[src/rtl/radix_stage_ctrl_pkg.sv]
// radix_stage_ctrl_pkg: shared state codes, output-mux selects and error bit indices for the radix-2 stage
package radix_stage_ctrl_pkg;
  typedef enum logic [1:0] {S_IDLE, S_FILL, S_WAIT, S_DRAIN} state_t;
  localparam logic [1:0] OUT_SEL_NONE = 2'b00;
  localparam logic [1:0] OUT_SEL_Y1 = 2'b01;
  localparam logic [1:0] OUT_SEL_MULT = 2'b10;
  localparam int ERR_OVF = 0;
  localparam int ERR_UDF = 1;
  localparam int ERR_COL = 2;
endpackage

[src/rtl/radix_stage_ctrl_delay.sv]
// valid_delay_line: 1-bit shift register delaying a valid strobe by DEPTH cycles, async reset
module valid_delay_line #(
  parameter int DEPTH = 1
) (
  input  logic clk,
  input  logic rst,
  input  logic d,
  output logic q
);
  if (DEPTH == 1) begin : g_one
    // single flop when only one cycle of delay is needed
    always_ff @(posedge clk or posedge rst)
      if (rst) q <= 1'b0;
      else q <= d;
  end else begin : g_sr
    logic [DEPTH-1:0] sr;
    // shift the strobe in at bit 0; the oldest sample leaves at the top
    always_ff @(posedge clk or posedge rst)
      if (rst) sr <= '0;
      else sr <= {sr[DEPTH-2:0], d};
    assign q = sr[DEPTH-1];
  end
endmodule

[src/rtl/radix_stage_ctrl.sv]
// radix_stage_ctrl: radix-2 DIF stage sequencer (y2 FIFO fill/drain, twiddle addressing, output mux); optional frame_cnt port under RADIX_STAGE_CTRL_STATS_EN
module radix_stage_ctrl
  import radix_stage_ctrl_pkg::*;
#(
  parameter int TF_NUM      = 8,
  parameter int TF_ADDR_LEN = 3,
  parameter int Y1_DELAY    = 20,
  parameter int MULT_LAT    = 17
) (
  input  logic                   clk,
  input  logic                   rst,
  input  logic                   bfly_valid,
  input  logic                   fifo_full,
  input  logic                   fifo_empty,
  output logic                   in_ready,
  output logic                   fifo_wr_en,
  output logic                   fifo_rd_en,
  output logic                   tf_en,
  output logic [TF_ADDR_LEN-1:0] tf_addr,
  output logic [1:0]             out_sel,
  output logic                   frame_done,
  output logic [2:0]             err
`ifdef RADIX_STAGE_CTRL_STATS_EN
  ,
  output logic [15:0]            frame_cnt
`endif
);
  localparam int START_GAP = Y1_DELAY - MULT_LAT - 1;
  localparam int CW = TF_ADDR_LEN + 1;
  localparam int GW = $clog2(START_GAP + 2);
  state_t state, state_nx;
  logic [CW-1:0] fill_cnt, fill_nx;
  logic [GW-1:0] gap, gap_nx;
  logic [TF_ADDR_LEN-1:0] addr, addr_nx;
  logic [2:0] err_nx;
  logic acc, last_wr, y1_tap, mult_tap;
  assign in_ready = state == S_IDLE || state == S_FILL;
  assign acc = bfly_valid & in_ready;
  assign fifo_wr_en = acc & ~fifo_full;
  assign fifo_rd_en = (state == S_DRAIN) & ~fifo_empty;
  assign tf_en = fifo_rd_en;
  assign tf_addr = addr;
  assign frame_done = state == S_DRAIN && addr == TF_ADDR_LEN'(TF_NUM - 1);
  assign last_wr = fifo_wr_en && (state == S_IDLE ? TF_NUM == 1 : fill_cnt == CW'(TF_NUM - 1));
  assign out_sel = mult_tap ? OUT_SEL_MULT : y1_tap ? OUT_SEL_Y1 : OUT_SEL_NONE;
  valid_delay_line #(.DEPTH(Y1_DELAY)) u_y1_dly (
    .clk (clk),
    .rst (rst),
    .d   (acc),
    .q   (y1_tap)
  );
  valid_delay_line #(.DEPTH(MULT_LAT + 1)) u_mult_dly (
    .clk (clk),
    .rst (rst),
    .d   (fifo_rd_en),
    .q   (mult_tap)
  );
  // frame sequencing: fill the y2 FIFO, wait out the y1/mult latency gap, then drain it
  always_comb begin
    state_nx = state;
    fill_nx = fill_cnt;
    gap_nx = gap;
    addr_nx = addr;
    case (state)
      S_IDLE, S_FILL: begin
        if (fifo_wr_en) fill_nx = fill_cnt + 1'b1;
        if (last_wr) begin
          fill_nx = '0;
          gap_nx = GW'(START_GAP);
          state_nx = START_GAP == 0 ? S_DRAIN : S_WAIT;
        end else if (fifo_wr_en) state_nx = S_FILL;
      end
      S_WAIT: begin
        gap_nx = gap - 1'b1;
        if (gap == GW'(1)) state_nx = S_DRAIN;
      end
      S_DRAIN: begin
        addr_nx = addr + 1'b1;
        if (frame_done) begin
          addr_nx = '0;
          state_nx = S_IDLE;
        end
      end
      default: state_nx = S_IDLE;
    endcase
  end
  // sticky error flags: dropped write, read from empty FIFO, both mux taps at once
  always_comb begin
    err_nx = err;
    err_nx[ERR_OVF] = err[ERR_OVF] | (bfly_valid & ~fifo_wr_en);
    err_nx[ERR_UDF] = err[ERR_UDF] | ((state == S_DRAIN) & fifo_empty);
    err_nx[ERR_COL] = err[ERR_COL] | (y1_tap & mult_tap);
  end
  // state and counter registers
  always_ff @(posedge clk or posedge rst)
    if (rst) begin
      state <= S_IDLE;
      fill_cnt <= '0;
      gap <= '0;
      addr <= '0;
      err <= '0;
    end else begin
      state <= state_nx;
      fill_cnt <= fill_nx;
      gap <= gap_nx;
      addr <= addr_nx;
      err <= err_nx;
    end
`ifdef RADIX_STAGE_CTRL_STATS_EN
  // completed-frame counter, wraps naturally at 16 bits
  always_ff @(posedge clk or posedge rst)
    if (rst) frame_cnt <= '0;
    else frame_cnt <= frame_cnt + 16'(frame_done);
`endif
endmodule

[config.mk]
export PLATFORM = sky130hd
export DESIGN_NAME = radix_stage_ctrl
export DESIGN_NICKNAME = d
export VERILOG_FILES = /design/src/rtl/radix_stage_ctrl_pkg.sv /design/src/rtl/radix_stage_ctrl_delay.sv /design/src/rtl/radix_stage_ctrl.sv
export SDC_FILE = /design/constraint.sdc
export NUM_CORES = 1
export LEC_CHECK = 0
export ABC_AREA = 1
export CAP_MARGIN = 20
export CORE_UTILIZATION = 25
export CTS_CLUSTER_DIAMETER = 80
export CTS_CLUSTER_SIZE = 28
export DETAILED_ROUTE_END_ITERATION = 10
export PLACE_DENSITY_LB_ADDON = 0.1
export SETUP_SLACK_MARGIN = 0.5
export SYNTH_ARGS = -nofsm -noshare
export SYNTH_HDL_FRONTEND = slang
export SYNTH_SLANG_ARGS = --single-unit
[constraint.sdc]
create_clock -name clk -period 2 [get_ports clk]
set_input_delay 0.5 -clock clk [delete_from_list [all_inputs] [get_ports clk]]
set_output_delay 0.5 -clock clk [all_outputs]
set_load 0.01 [all_outputs]
-- After elaboration in Yosys (flattened, before gate mapping)
Cells that the tools add are included.
- bits in registers: 52
- input bits: 5
- output and inout bits: 13
- word-level logic and storage cells: 55
- $add $sub $neg: 3
- equal/unequal tests: 10
- mux-type cells: 13
- bitwise logic cells: 12
- reductions and logical operators: 10
- operator list (cell ; number):
    2-to-1 mux 2 bit ; 6
    2-to-1 mux 4 bit ; 2
    bitwise AND 1 bit ; 6
    != test 2 bit (second input constant) ; 3
    case mux 2 bit (3 select lines) ; 1
    adder 4 x 1 -> 4 bit (second input constant) ; 1
    == test 2 x 1 -> 1 bit (second input constant) ; 2
    == test 2 bit (second input constant) ; 2
    == test 4 x 3 -> 1 bit (second input constant) ; 1
    case mux 2 bit (2 select lines) ; 1
    AND reduction 2 bit ; 2
    nonzero test 2 bit ; 2
    adder 3 x 1 -> 3 bit (second input constant) ; 1
    == test 3 bit (second input constant) ; 1
    2-to-1 mux 3 bit ; 1
    != test 3 bit (second input constant) ; 1
    NOT 1 bit ; 3
    OR 1 bit ; 3
    AND reduction 3 bit ; 1
    logical AND 1 bit ; 2
    logical NOT 2 bit ; 1
    2-to-1 mux 1 bit ; 2
    OR reduction 2 bit ; 1
    subtractor 2 x 1 -> 2 bit (second input constant) ; 1
    logical OR 1 bit ; 1

-- Depth between registers and ports, before layout
Gate-level depths: netlist (run 1).
- depth in word-level cells: 7
- gate-level depth with buffers: 8
- gate-level depth less buffers: 8

-- By module
A second synthesis (run 1) with hierarchy kept.
- cells, all modules: 132
- area total of the unflattened synthesis: 1696.6 um2
- by module, submodules not included (module ; times used ; cells an instance ; area each (um2) ; seq. area each (um2)):
    radix_stage_ctrl ; 1 ; 92 ; 738.2 ; 350.3
    valid_delay_line (u_y1_dly) ; 1 ; 21 ; 504.2 ; 500.5
    valid_delay_line (u_mult_dly) ; 1 ; 19 ; 454.2 ; 450.4

-- Least setup slack after synthesis (run 1)
No wires, ideal clock.
- path kind: reg2out
- start: register state[1]
- end: output port tf_en
- arrival: 0.987 ns
- required time: 1.500 ns
- slack: 0.513 ns
- cell stages (with the launch flop): 5
- path buffers: 2
- cells stage by stage: dfrtp_1 buf_6 nand2_1 nor2_1 buf_4
- word-level cells in the longest chain between the ends: 2
- ends and longest elaborated chain (item ; RTL line ; RTL):
    start: declaration ; radix_stage_ctrl.sv:31 ; state_t state, state_nx;
    start signal: assignment ; radix_stage_ctrl.sv:103 ; state <= state_nx;
    == test 2 bit ; radix_stage_ctrl.sv:40 ; assign fifo_rd_en = (state == S_DRAIN) & ~fifo_empty;
    bitwise AND 1 bit ; radix_stage_ctrl.sv:40 ;
    end: declaration ; radix_stage_ctrl.sv:18 ; output logic tf_en,
Every way passes these cells.

-- Worst setup path in the final report (run 1)
- start: register addr[0] (netlist: tf_addr[0])
- end: output port frame_done
- word-level cells in the longest chain between the ends: 2
- ends and longest elaborated chain (item ; RTL line ; RTL):
    start: declaration ; radix_stage_ctrl.sv:34 ; logic [TF_ADDR_LEN-1:0] addr, addr_nx;
    start signal: assignment ; radix_stage_ctrl.sv:106 ; addr <= addr_nx;
    == test 3 bit ; radix_stage_ctrl.sv:43 ; assign frame_done = state == S_DRAIN && addr == TF_ADDR_LEN'(TF_NUM - 1);
    logical AND 1 bit ; radix_stage_ctrl.sv:43 ;
    end: declaration ; radix_stage_ctrl.sv:21 ; output logic frame_done,
Every way passes these cells.

==> metrics.txt, run 1 <==
# TYPE chip_impl_metric gauge
chip_impl_metric{name="place.gp.congestion",unit=""} 0.733
chip_impl_metric{name="netlist.area_leader.share",unit="%"} 76.6
chip_impl_metric{name="area_delta_synth_final",unit="%"} 34.3
chip_impl_metric{name="total_power",unit="mW"} 3.20
chip_impl_metric{name="synthesis.yosys.warnings",unit=""} 0
chip_impl_metric{name="drtIter0Drc",unit=""} 38
chip_impl_metric{name="grt_pass1_wl",unit="um"} 4640
chip_impl_metric{name="final_net_count",unit=""} 180
chip_impl_metric{name="dpl_worst_slack",unit="ns"} -0.230
chip_impl_metric{name="row_count",unit=""} 29
chip_impl_metric{name="syn_nets",unit=""} 136
chip_impl_metric{name="wl_per_cell",unit="um"} 11.0
chip_impl_metric{name="fmaxAchievable",unit="GHz"} 0.568
chip_impl_info{name="timing_worst_setup_path_type",value="flip-flop to primary output"} 1
chip_impl_metric{name="fin_ws",unit="ns"} 0.238
chip_impl_info{name="cts_tree",value="built"} 1
chip_impl_info{name="crit_path_end_kind",value="primary output"} 1
chip_impl_metric{name="synth-edff-count",unit=""} 0
chip_impl_info{name="crit_path_cell_trace",value="ha_2 -> ha_4 -> inv_2 -> nor2_1 -> buf_2"} 1
chip_impl_metric{name="syn_area",unit="sq um"} 1700
chip_impl_info{name="grt_busiest_layer",value="met2"} 1
chip_impl_metric{name="finalCritPeriodShare",unit="%"} 88.1
chip_impl_metric{name="met3_usage",unit="%"} 3.34
chip_impl_metric{name="cts_sinks",unit=""} 52
chip_impl_info{name="synth_commonest_cells",value="dfrtp_1, nand2_1, inv_1, nand3_1, nor2_1"} 1
chip_impl_metric{name="port_buffers",unit=""} 17
chip_impl_metric{name="routed_wirelength",unit="um"} 2740
chip_impl_metric{name="crit_fanout",unit=""} 2
chip_impl_metric{name="coreArea",unit="sq um"} 6460
chip_impl_metric{name="period_minus_slack",unit="ns"} 1.76
chip_impl_metric{name="overflow",unit=""} 0
chip_impl_metric{name="cts.clk_slew.worst_paths",unit="ns"} 0.08
chip_impl_info{name="synth_top_cells_by_area",value="dfrtp_1, nand2_1, inv_1"} 1
chip_impl_metric{name="irDropWorstVdd",unit="uV"} 596
chip_impl_info{name="netlist.top_cell.by_area",value="dfrtp_1"} 1
chip_impl_metric{name="ant_diodes",unit=""} 0
chip_impl_metric{name="worst_path_bufs_invs",unit=""} 2
chip_impl_info{name="hold_path.class",value="flip-flop to flip-flop"} 1
chip_impl_metric{name="sequential_cell_area",unit="sq um"} 1300
chip_impl_info{name="worst_setup_path_start_kind",value="flip-flop"} 1
chip_impl_info{name="synth-main-ff-cell",value="dfrtp_1"} 1
chip_impl_metric{name="grtUsageTotal",unit="%"} 8.64
chip_impl_metric{name="grt_antenna_before_repair",unit=""} 0
chip_impl_metric{name="maximum_capacitance_violations",unit=""} 0
chip_impl_metric{name="rrSetupSlack",unit="ns"} 0.54
chip_impl_metric{name="vias",unit=""} 987
chip_impl_metric{name="use_met2",unit="%"} 13.0
chip_impl_metric{name="fin_setup_tns",unit="ns"} 0
chip_impl_metric{name="floorplan.initialDensity",unit="%"} 26.3
chip_impl_metric{name="first_global_vias",unit=""} 1005
chip_impl_metric{name="vias_per_cell",unit=""} 3.96
chip_impl_info{name="synth.most_common_cell",value="dfrtp_1"} 1
chip_impl_info{name="rsz0062_at_grt",value="yes"} 1
chip_impl_metric{name="die_width",unit="um"} 84.4
chip_impl_info{name="cpMaxStageDelayCell",value="dfrtp_1"} 1
chip_impl_info{name="run_status",value="complete, no violations"} 1
chip_impl_metric{name="grt_start_max_net_pins",unit=""} 38
chip_impl_metric{name="setup-violations-final",unit=""} 0
chip_impl_metric{name="instances_no_fill",unit=""} 249
chip_impl_metric{name="dieHeight",unit="um"} 84.4
chip_impl_metric{name="synth_seq_cells",unit=""} 52
chip_impl_metric{name="max_slew_margin",unit="%"} 75.5
chip_impl_metric{name="ant_nets",unit=""} 0
chip_impl_metric{name="cts_buffer_depth",unit=""} 2
chip_impl_metric{name="synth.avg_cell_area",unit="sq um"} 13.4
chip_impl_metric{name="multi_input_comb_area",unit="sq um"} 362
chip_impl_info{name="timing.critical_path.max_delay_family",value="flip-flops"} 1
chip_impl_metric{name="arrival",unit="ns"} 1.26
chip_impl_metric{name="static-leakage-power",unit="nW"} 1.16
chip_impl_metric{name="final-hold-violation-count",unit=""} 0
chip_impl_metric{name="cp_data_required_time",unit="ns"} 1.50
chip_impl_metric{name="share_of_layout_cells_above_drive_strength_1",unit="%"} 31.4
chip_impl_metric{name="timing.clock.skew",unit="ns"} 0.00284
chip_impl_metric{name="num-fill-cells",unit=""} 646
chip_impl_metric{name="netlist_instances",unit=""} 127
chip_impl_metric{name="worst_skew_pair.late_latency",unit="ns"} 0.29
chip_impl_metric{name="cpPeakStageDelay",unit="ns"} 0.40
chip_impl_metric{name="cts_h_tree_lvls",unit=""} 2
chip_impl_metric{name="synth-seq-area-share",unit="%"} 76.6
chip_impl_metric{name="pin_count",unit=""} 18
chip_impl_metric{name="worst_pin_slew",unit="ns"} 0.367
chip_impl_metric{name="place.detailed.hpwl",unit="um"} 1700
chip_impl_metric{name="drc",unit=""} 0
chip_impl_metric{name="grt_util_met1",unit="%"} 10.8
chip_impl_metric{name="yosysUniqueCellTypes",unit=""} 18
chip_impl_metric{name="ys_async_sr_fraction",unit="%"} 100
chip_impl_metric{name="cts_buffer_count",unit=""} 5
chip_impl_metric{name="final_report_max_slew_violation_count",unit=""} 0
chip_impl_info{name="buffer_cell_driving_the_clock_tree_root",value="clkbuf_8"} 1
chip_impl_metric{name="fp.dieArea",unit="sq um"} 7130
chip_impl_metric{name="layout.core_utilization",unit="%"} 35.3
chip_impl_metric{name="number_of_cells_in_the_design_after_placement",unit=""} 225
chip_impl_metric{name="power_per_cell_area",unit="nW/um^2"} 1400
chip_impl_metric{name="detail_route.first_pass.iterations",unit=""} 4
registers in the layout, indices dropped and copies added (netlist names):
name                count
fill_cnt                4
gap                     2
u_y1_dly.g_sr.sr       20
err                     3
state                   2
u_mult_dly.g_sr.sr     18
tf_addr                 3
repair_timing:
action / CTS / global route
setup buffers: 10 / 6
hold buffers: 0 / 0
pin swaps: 4 / 4
gates resized for setup: 59 / 14
cloned: 0 / 0
setup endpoints to repair: 13 / 13
cell usage in the layout, fill, tap and decap left out:
cell type        count
dfrtp_1             52
nand2_1             19
buf_4               14
buf_6               13
inv_1               11
nand3_1              8
nor2_1               6
clkbuf_8             6
dlygate4sd2_1        4
or2_2                3
buf_2                3
clkdlybuf4s15_1      3
inv_2                2
a21o_1               2
clkinvlp_4           2
o21ai_0              2
nand4_1              2
ha_1                 2
a21oi_1              1
nand3_2              1
nor3_4               1
nand2_4              1
nand2_8              1
o21ai_1              1
inv_4                1
nor2_2               1
o21bai_1             1
nor2_4               1
nor3_1               1
xor2_1               1
ha_2                 1
ha_4                 1
clkbuf_1             1
clkdlybuf4s50_1      1
clkbuf_2             1
buf_12               1
stage by stage:
stage	area [sq um]	hold WS, ns
6_report	2280	0.352
5_1_grt	2280	0.363
4_1_cts	2200	0.356
3_5_place_dp	2010	0.336
3_3_place_gp	2010	0.334
2_1_floorplan	1700	0.331
cells by family (layout without fill, tap and decap cells):
kind of cell	Yosys count	in the layout	synth area share, %
AO/OA/AOI/OAI	7	7	2.50
XOR/XNOR	1	1	0.516
adder cells (fa/ha/maj)	4	4	2.95
buffers and inverters	18	63	4.86
flip-flops	52	52	76.6
AND/OR/NAND/NOR	45	45	12.6
layout make-up:
class | count | area share (%)
well taps | 77 | 4.22
flip-flops and latches | 52 | 57.0
clock inverters | 1 | 0.329
multi-input cells | 57 | 15.8
inverters | 15 | 2.74
repair buffers | 40 | 16.1
clock buffers | 7 | 3.78
final timing paths:
kind                                 startpoint                endpoint  depth (start not counted)
max                                  tf_addr[0]              frame_done                          5
min                        u_y1_dly.g_sr.sr[12]    u_y1_dly.g_sr.sr[13]                          0
max reg2reg                            state[1]                  gap[1]                          9
min reg2reg                u_y1_dly.g_sr.sr[12]    u_y1_dly.g_sr.sr[13]                          0
max in group asynchronous                   rst             fill_cnt[2]                          3
min in group asynchronous                   rst  u_mult_dly.g_sr.sr[10]                          2
power breakdown:
| part | leakage, nW | switching, mW | internal [mW] |
|---|---|---|---|
| Sequential | 0.665 | 0.148 | 1.38 |
| Clock | 0.0445 | 0.314 | 0.281 |
| Combinational | 0.455 | 0.504 | 0.574 |
metal layers:
layer	up-vias	share of wire, %
li1	483	-
met1	479	48
met2	18	45
met3	7	4.4
met4	0	2.2
met5	-	0
Power figures use the tool's default switching activity.
==> inputs of run 2 (changes only) <==
--- a/config.mk
+++ b/config.mk
@@ -7,7 +7,7 @@
 export LEC_CHECK = 0
 export ABC_AREA = 1
 export CAP_MARGIN = 20
-export CORE_UTILIZATION = 25
+export CORE_UTILIZATION = 43
 export CTS_CLUSTER_DIAMETER = 80
 export CTS_CLUSTER_SIZE = 28
 export DETAILED_ROUTE_END_ITERATION = 10
==> constraint.sdc (replaced) <==
create_clock -name clk -period 2.22 [get_ports clk]
set_input_delay 0.555 -clock clk [delete_from_list [all_inputs] [get_ports clk]]
set_output_delay 0.555 -clock clk [all_outputs]
set_load 0.01 [all_outputs]
==> run 2 against run 1 <==
Effect of this change:
- count of clock-buffer cells in the layout is 2 lower
- hold slack better by 0.0028 ns
- sequential cell count stayed put
- largest power group unchanged
- final cell count is 16% lower
- routed wire length is 5.4% lower
==> metrics.txt, run 2 (synthesis results as in run 1) <==
# TYPE chip_impl_metric gauge
chip_impl_metric{name="number_of_cells_in_the_design_after_placement",unit=""} 193
chip_impl_metric{name="routed_wirelength",unit="um"} 2590
chip_impl_metric{name="dpl_worst_slack",unit="ns"} -0.139
chip_impl_metric{name="detail_route.first_pass.iterations",unit=""} 4
chip_impl_info{name="timing.critical_path.max_delay_family",value="flip-flops"} 1
chip_impl_metric{name="area_delta_synth_final",unit="%"} 26.3
chip_impl_info{name="most-common-layout-cells",value="dfrtp_1, nand2_1, inv_1, buf_4, dlygate4sd2_1"} 1
chip_impl_metric{name="share_of_layout_cells_above_drive_strength_1",unit="%"} 24.7
chip_impl_metric{name="die_width",unit="um"} 64.9
chip_impl_metric{name="grt_pass1_wl",unit="um"} 4290
chip_impl_metric{name="overflow",unit=""} 0
chip_impl_metric{name="worst_path_bufs_invs",unit=""} 2
chip_impl_metric{name="worst_skew_pair.late_latency",unit="ns"} 0.30
chip_impl_metric{name="floorplan.initialDensity",unit="%"} 45.7
chip_impl_metric{name="arrival",unit="ns"} 1.25
chip_impl_metric{name="timing.clock.skew",unit="ns"} 0.00561
chip_impl_info{name="launch_point_of_the_worst_path",value="tf_addr[0]"} 1
chip_impl_info{name="hold_path.class",value="flip-flop to flip-flop"} 1
chip_impl_metric{name="wl_per_cell",unit="um"} 12.3
chip_impl_info{name="layout.cells.most_common",value="dfrtp_1"} 1
chip_impl_info{name="reg_top3",value="u_y1_dly.g_sr.sr x20, u_mult_dly.g_sr.sr x18, fill_cnt x4"} 1
chip_impl_info{name="buffer_cell_driving_the_clock_tree_root",value="clkbuf_8"} 1
chip_impl_metric{name="instances_no_fill",unit=""} 210
chip_impl_metric{name="drtIter0Drc",unit=""} 16
chip_impl_metric{name="first_global_vias",unit=""} 1013
chip_impl_metric{name="p_comb_share",unit="%"} 29.3
chip_impl_metric{name="coreArea",unit="sq um"} 3720
chip_impl_metric{name="final_report_max_slew_violation_count",unit=""} 0
chip_impl_metric{name="final_net_count",unit=""} 170
chip_impl_metric{name="ant_nets",unit=""} 0
chip_impl_metric{name="cts_sinks",unit=""} 52
chip_impl_metric{name="static-leakage-power",unit="nW"} 1.12
chip_impl_metric{name="finalCritPeriodShare",unit="%"} 81.2
chip_impl_metric{name="place.detailed.hpwl",unit="um"} 1630
chip_impl_metric{name="power_per_cell_area",unit="nW/um^2"} 1250
chip_impl_metric{name="period_minus_slack",unit="ns"} 1.80
chip_impl_metric{name="cpPeakStageDelay",unit="ns"} 0.39
chip_impl_metric{name="num-fill-cells",unit=""} 310
chip_impl_metric{name="ant_diodes",unit=""} 0
chip_impl_info{name="crit_path_end_kind",value="primary output"} 1
chip_impl_metric{name="cts_hold_repair.buffers",unit=""} 0
chip_impl_metric{name="drc",unit=""} 0
chip_impl_metric{name="crit_fanout",unit=""} 2
chip_impl_metric{name="fp.dieArea",unit="sq um"} 4210
chip_impl_info{name="cts_tree",value="built"} 1
chip_impl_metric{name="cp_data_required_time",unit="ns"} 1.66
chip_impl_metric{name="power_frac_clock",unit="%"} 19.3
chip_impl_metric{name="cts_buffer_count",unit=""} 5
chip_impl_metric{name="irDropWorstVdd",unit="uV"} 685
chip_impl_metric{name="net-switching-power",unit="mW"} 0.845
chip_impl_metric{name="grt_antenna_before_repair",unit=""} 0
chip_impl_metric{name="vias_per_cell",unit=""} 4.60
chip_impl_metric{name="cell_internal_pwr",unit="mW"} 1.84
chip_impl_metric{name="worst_pin_slew",unit="ns"} 0.528
chip_impl_metric{name="grtUsageTotal",unit="%"} 14.4
chip_impl_metric{name="cts.clk_slew.worst_paths",unit="ns"} 0.09
chip_impl_info{name="worst_setup_path_start_kind",value="flip-flop"} 1
chip_impl_metric{name="cts_h_tree_lvls",unit=""} 2
chip_impl_metric{name="fmaxAchievable",unit="GHz"} 0.555
chip_impl_info{name="worstHoldStart",value="u_y1_dly.g_sr.sr[5]"} 1
chip_impl_metric{name="seq_power_share",unit="%"} 51.4
chip_impl_metric{name="final-hold-violation-count",unit=""} 0
chip_impl_metric{name="largest_reg_flops",unit=""} 20
chip_impl_metric{name="vias",unit=""} 967
chip_impl_info{name="rsz0062_at_grt",value="yes"} 1
chip_impl_info{name="timing_worst_setup_path_type",value="flip-flop to primary output"} 1
chip_impl_info{name="cpMaxStageDelayCell",value="dfrtp_1"} 1
chip_impl_metric{name="grt_start_max_net_pins",unit=""} 29
chip_impl_metric{name="setup-violations-final",unit=""} 0
chip_impl_metric{name="port_buffers",unit=""} 17
chip_impl_metric{name="dieHeight",unit="um"} 64.9
chip_impl_metric{name="place.gp.congestion",unit=""} 0.733
chip_impl_info{name="largest-register",value="u_y1_dly.g_sr.sr"} 1
chip_impl_metric{name="layout.core_utilization",unit="%"} 57.7
chip_impl_info{name="crit_path_cell_trace",value="ha_2 -> ha_4 -> inv_4 -> nor2_4 -> buf_6"} 1
chip_impl_metric{name="worst_hold_slack",unit="ns"} 0.355
chip_impl_info{name="r2r-start",value="tf_addr[1]"} 1
chip_impl_metric{name="cts_buffer_depth",unit=""} 2
chip_impl_metric{name="fin_ws",unit="ns"} 0.418
chip_impl_metric{name="max_slew_margin",unit="%"} 64.8
chip_impl_metric{name="power.share.switching",unit="%"} 31.4
chip_impl_metric{name="row_count",unit=""} 22
chip_impl_metric{name="pin_count",unit=""} 18
chip_impl_info{name="run_status",value="complete, no violations"} 1
chip_impl_metric{name="maximum_capacitance_violations",unit=""} 0
[run 2: cell count changes in the layout (fill, tap and decap cells not counted), sizes merged, moves of 2 or more]
cell           previous run  this run
buf                      31        18
clkdlybuf4s15             3         0
clkbuf                    8         5
dlygate4sd2               4        10
clkinv                    0         2
[run 2: routing by layer]
layer | GRT usage [%] | vias to the layer above | part of all wire (%)
li1 | - | 462 | -
met1 | 16.8 | 475 | 43
met2 | 23.2 | 22 | 50
met3 | 4.23 | 8 | 4.2
met4 | 9.17 | 0 | 2.5
met5 | 0 | - | 0
[run 2: worst paths after layout]
kind	slack [ns]	depth (start not counted)	end
max in group asynchronous	1.09	3	state[0]
max reg2reg	0.75	9	state[0]
min	0.35	0	u_y1_dly.g_sr.sr[6]
min in group asynchronous	0.63	2	u_mult_dly.g_sr.sr[9]
min reg2reg	0.35	0	u_y1_dly.g_sr.sr[6]
max	0.42	5	frame_done
[run 2: cell type report]
| type | count | area (sq um) | area share, % |
|---|---|---|---|
| inverter | 15 | 62.6 | 2.92 |
| sequential | 52 | 1300 | 60.7 |
| clock inverter | 3 | 22.5 | 1.05 |
| multi-input combinational | 57 | 362 | 16.9 |
| clock buffer | 5 | 68.8 | 3.21 |
| tap | 48 | 60.1 | 2.80 |
| timing repair buffer | 30 | 268 | 12.5 |
[run 2: worst register-to-register path: stages (launching register included)]
cell     delay, ns
dfrtp_1       0.36
ha_2          0.20
ha_4          0.14
inv_4         0.04
buf_4         0.12
buf_4         0.13
nand3_1       0.09
nand2_1       0.08
o21ai_0       0.16
nand2_1       0.07
[run 2: what timing repair did]
item,4_1_cts,5_1_grt
pin swaps,3,3
gates resized for setup,38,11
endpoints found under the setup margin,13,5
buffers inserted,8,1
[run 2: through the flow]
stage / TNS, ns / power [mW] / instance area, sq um
finish: 0 / 2.69 / 2150
global route: 0 / 2.89 / 2150
CTS: 0 / 2.66 / 2090
detailed placement: -0.333 / 2.04 / 1950
global placement: -0.175 / 2.00 / 1950
floorplan: 0 / 1.79 / 1700
[run 2: power groups by stage]
stage                     Combinational, mW  Clock [mW]  Sequential, mW
after floorplan                       0.416           0            1.37
after global placement                0.609           0            1.39
after detailed placement              0.646           0            1.40
after CTS                             0.744       0.544            1.37
after global routing                  0.883       0.589            1.42
final                                 0.786       0.520            1.38
==> inputs of run 3 (changes only) <==
==> constraint.sdc (replaced) <==
create_clock -name clk -period 1.58 [get_ports clk]
set_input_delay 0.395 -clock clk [delete_from_list [all_inputs] [get_ports clk]]
set_output_delay 0.395 -clock clk [all_outputs]
set_load 0.01 [all_outputs]
==> run 3 against run 2 <==
Effect of this change:
- the run now ends with setup timing left
- register-to-register slack worse by 0.75 ns
- non-clock buffer count is 23 higher
- critical path depth stayed put
- count of clock-buffer cells in the layout is 1 higher
- largest cell class unchanged
- utilization is 11 points higher
- final area is 19% higher
- routed wire length is 27% higher
- power is 83% higher
- clock skew is 0.0017 ns higher
- sequential cell count stayed put
==> metrics.txt, run 3 (synthesis results as in run 1) <==
# TYPE chip_impl_metric gauge
chip_impl_metric{name="cts_buffer_count",unit=""} 5
chip_impl_metric{name="maximum_capacitance_violations",unit=""} 0
chip_impl_metric{name="place.gp.congestion",unit=""} 0.752
chip_impl_metric{name="rrSetupSlack",unit="ns"} 0
chip_impl_info{name="largest-register",value="u_y1_dly.g_sr.sr"} 1
chip_impl_metric{name="power_per_cell_area",unit="nW/um^2"} 1930
chip_impl_metric{name="ant_diodes",unit=""} 0
chip_impl_metric{name="grt_start_max_net_pins",unit=""} 24
chip_impl_metric{name="grt_pass1_wl",unit="um"} 5480
chip_impl_metric{name="met3_usage",unit="%"} 5.11
chip_impl_metric{name="total_power",unit="mW"} 4.90
chip_impl_metric{name="use_met2",unit="%"} 28.0
chip_impl_metric{name="ant_nets",unit=""} 0
chip_impl_metric{name="fmaxAchievable",unit="GHz"} 0.588
chip_impl_metric{name="largest_reg_flops",unit=""} 20
chip_impl_metric{name="row_count",unit=""} 22
chip_impl_metric{name="grt_antenna_before_repair",unit=""} 0
chip_impl_metric{name="share_of_layout_cells_above_drive_strength_1",unit="%"} 53.0
chip_impl_info{name="grt_busiest_layer",value="met2"} 1
chip_impl_metric{name="finalCritPeriodShare",unit="%"} 108
chip_impl_info{name="most-common-layout-cells",value="dfrtp_1, buf_6, buf_4, nand2_1, inv_1"} 1
chip_impl_metric{name="worst_skew_pair.late_latency",unit="ns"} 0.30
chip_impl_metric{name="final_net_count",unit=""} 193
chip_impl_metric{name="cts_sinks",unit=""} 52
chip_impl_metric{name="wl_per_cell",unit="um"} 14.1
chip_impl_info{name="run_status",value="complete, but fails checks"} 1
chip_impl_metric{name="detail_route.first_pass.iterations",unit=""} 3
chip_impl_metric{name="vias",unit=""} 1092
chip_impl_info{name="buffer_cell_driving_the_clock_tree_root",value="clkbuf_8"} 1
chip_impl_metric{name="cts_hold_repair.buffers",unit=""} 0
chip_impl_metric{name="period_minus_slack",unit="ns"} 1.70
chip_impl_metric{name="coreArea",unit="sq um"} 3720
chip_impl_metric{name="place_area",unit="sq um"} 2090
chip_impl_metric{name="place.detailed.hpwl",unit="um"} 1760
chip_impl_info{name="layout.cells.most_common",value="dfrtp_1"} 1
chip_impl_metric{name="final_report_max_slew_violation_count",unit=""} 0
chip_impl_metric{name="drtIter0Drc",unit=""} 30
chip_impl_metric{name="routed_wirelength",unit="um"} 3290
chip_impl_metric{name="static-leakage-power",unit="nW"} 1.27
chip_impl_info{name="reg_top3",value="u_y1_dly.g_sr.sr x20, u_mult_dly.g_sr.sr x18, fill_cnt x4"} 1
chip_impl_metric{name="final-hold-violation-count",unit=""} 0
chip_impl_metric{name="irDropWorstVdd",unit="uV"} 838
chip_impl_metric{name="area_delta_synth_final",unit="%"} 49.8
chip_impl_metric{name="cts_buffer_depth",unit=""} 2
chip_impl_metric{name="cts_h_tree_lvls",unit=""} 2
chip_impl_metric{name="number_of_cells_in_the_design_after_placement",unit=""} 203
chip_impl_metric{name="drc",unit=""} 0
chip_impl_metric{name="vias_per_cell",unit=""} 4.69
chip_impl_metric{name="cp_data_required_time",unit="ns"} 1.18
chip_impl_metric{name="fin_ws",unit="ns"} -0.120
chip_impl_metric{name="crit_fanout",unit=""} 2
chip_impl_metric{name="floorplan.initialDensity",unit="%"} 45.7
chip_impl_metric{name="design_area_final",unit="sq um"} 2540
chip_impl_metric{name="worst_pin_slew",unit="ns"} 0.438
chip_impl_info{name="hold_path.class",value="flip-flop to flip-flop"} 1
chip_impl_info{name="worst_setup_path_start_kind",value="flip-flop"} 1
chip_impl_metric{name="cts.clk_slew.worst_paths",unit="ns"} 0.09
chip_impl_info{name="violations",value="setup timing"} 1
chip_impl_metric{name="grt_util_met1",unit="%"} 23.2
chip_impl_metric{name="num-fill-cells",unit=""} 260
chip_impl_metric{name="first_global_vias",unit=""} 1135
chip_impl_metric{name="setup-violations-final",unit=""} 2
chip_impl_metric{name="instances_no_fill",unit=""} 233
chip_impl_info{name="rsz0062_at_grt",value="yes"} 1
chip_impl_metric{name="pin_count",unit=""} 18
chip_impl_metric{name="overflow",unit=""} 0
chip_impl_metric{name="timing.clock.skew",unit="ns"} 0.00731
chip_impl_metric{name="die_width",unit="um"} 64.9
chip_impl_info{name="timing_worst_setup_path_type",value="flip-flop to primary output"} 1
chip_impl_metric{name="fp.dieArea",unit="sq um"} 4210
chip_impl_metric{name="dieHeight",unit="um"} 64.9
chip_impl_metric{name="arrival",unit="ns"} 1.31
chip_impl_info{name="cts_tree",value="built"} 1
chip_impl_metric{name="port_buffers",unit=""} 17
chip_impl_metric{name="max_slew_margin",unit="%"} 70.8
chip_impl_metric{name="grtUsageTotal",unit="%"} 18.4
chip_impl_info{name="crit_path_end_kind",value="primary output"} 1
==> run 3: cell count changes in the layout (fill, tap and decap cells not counted), moves of 4 or more <==
cell | previous run | this run
buf_6 | 4 | 26
nand2_1 | 19 | 11
nand3_1 | 9 | 1
dlygate4sd2_1 | 10 | 3
nand3_2 | 0 | 7
nand2_2 | 0 | 6
buf_2 | 2 | 7
buf_4 | 11 | 15
nor2_1 | 6 | 2
==> run 3: power breakdown <==
| group | total, mW | internal, mW | switching (mW) |
|---|---|---|---|
| logic | 2.03 | 1.08 | 0.946 |
| registers | 1.97 | 1.75 | 0.223 |
| clock network | 0.901 | 0.479 | 0.423 |
==> run 3: stage by stage <==
step	hold slack (ns)	setup TNS [ns]	setup WS, ns	utilization [%]
6_report	0.346	-0.157	-0.120	68.5
2_1_floorplan	0.331	0	0.320	-
3_5_place_dp	0.335	-1.76	-0.494	56.2
3_3_place_gp	0.336	-1.52	-0.487	56.2
4_1_cts	0.349	-0.150	-0.121	64.1
5_1_grt	0.349	-0.343	-0.151	68.5
==> run 3: timing repair <==
item                                    CTS  global route
cloned                                    1             0
endpoints found under the setup margin   24            26
buffers inserted                         12             9
pin swaps                                14            13
gates resized for setup                  99            24
==> run 3: critical path: stages (launching register included) <==
cell and delay, ns:
dfrtp_1 0.43, ha_2 0.22, ha_4 0.16, inv_4 0.06
nor2_4 0.03, buf_6 0.11
==> run 3: worst paths after layout <==
| check | start | end | cells after the start |
|---|---|---|---|
| min in group asynchronous | rst | u_y1_dly.g_sr.sr[13] | 2 |
| min | u_mult_dly.g_sr.sr[3] | u_mult_dly.g_sr.sr[4] | 0 |
| max in group asynchronous | rst | u_mult_dly.g_sr.sr[11] | 3 |
| min reg2reg | u_mult_dly.g_sr.sr[3] | u_mult_dly.g_sr.sr[4] | 0 |
| max reg2reg | tf_addr[0] | state[0] | 11 |
| max | tf_addr[0] | frame_done | 5 |
==> run 3: cell type report <==
cell class / count / area (sq um) / area share, %
clock buffers: 6 / 72.6 / 2.85
clock inverters: 2 / 38.8 / 1.52
inverters: 15 / 67.6 / 2.65
multi-input cells: 57 / 505 / 19.9
flip-flops and latches: 52 / 1300 / 51.2
well taps: 48 / 60.1 / 2.36
repair buffers: 53 / 497 / 19.5
==> run 3: routing by layer <==
metal / up-vias / share of wire, %
li1: 507 / -
met1: 546 / 42
met2: 25 / 50
met3: 14 / 4.4
met4: 0 / 4.0
met5: - / 0
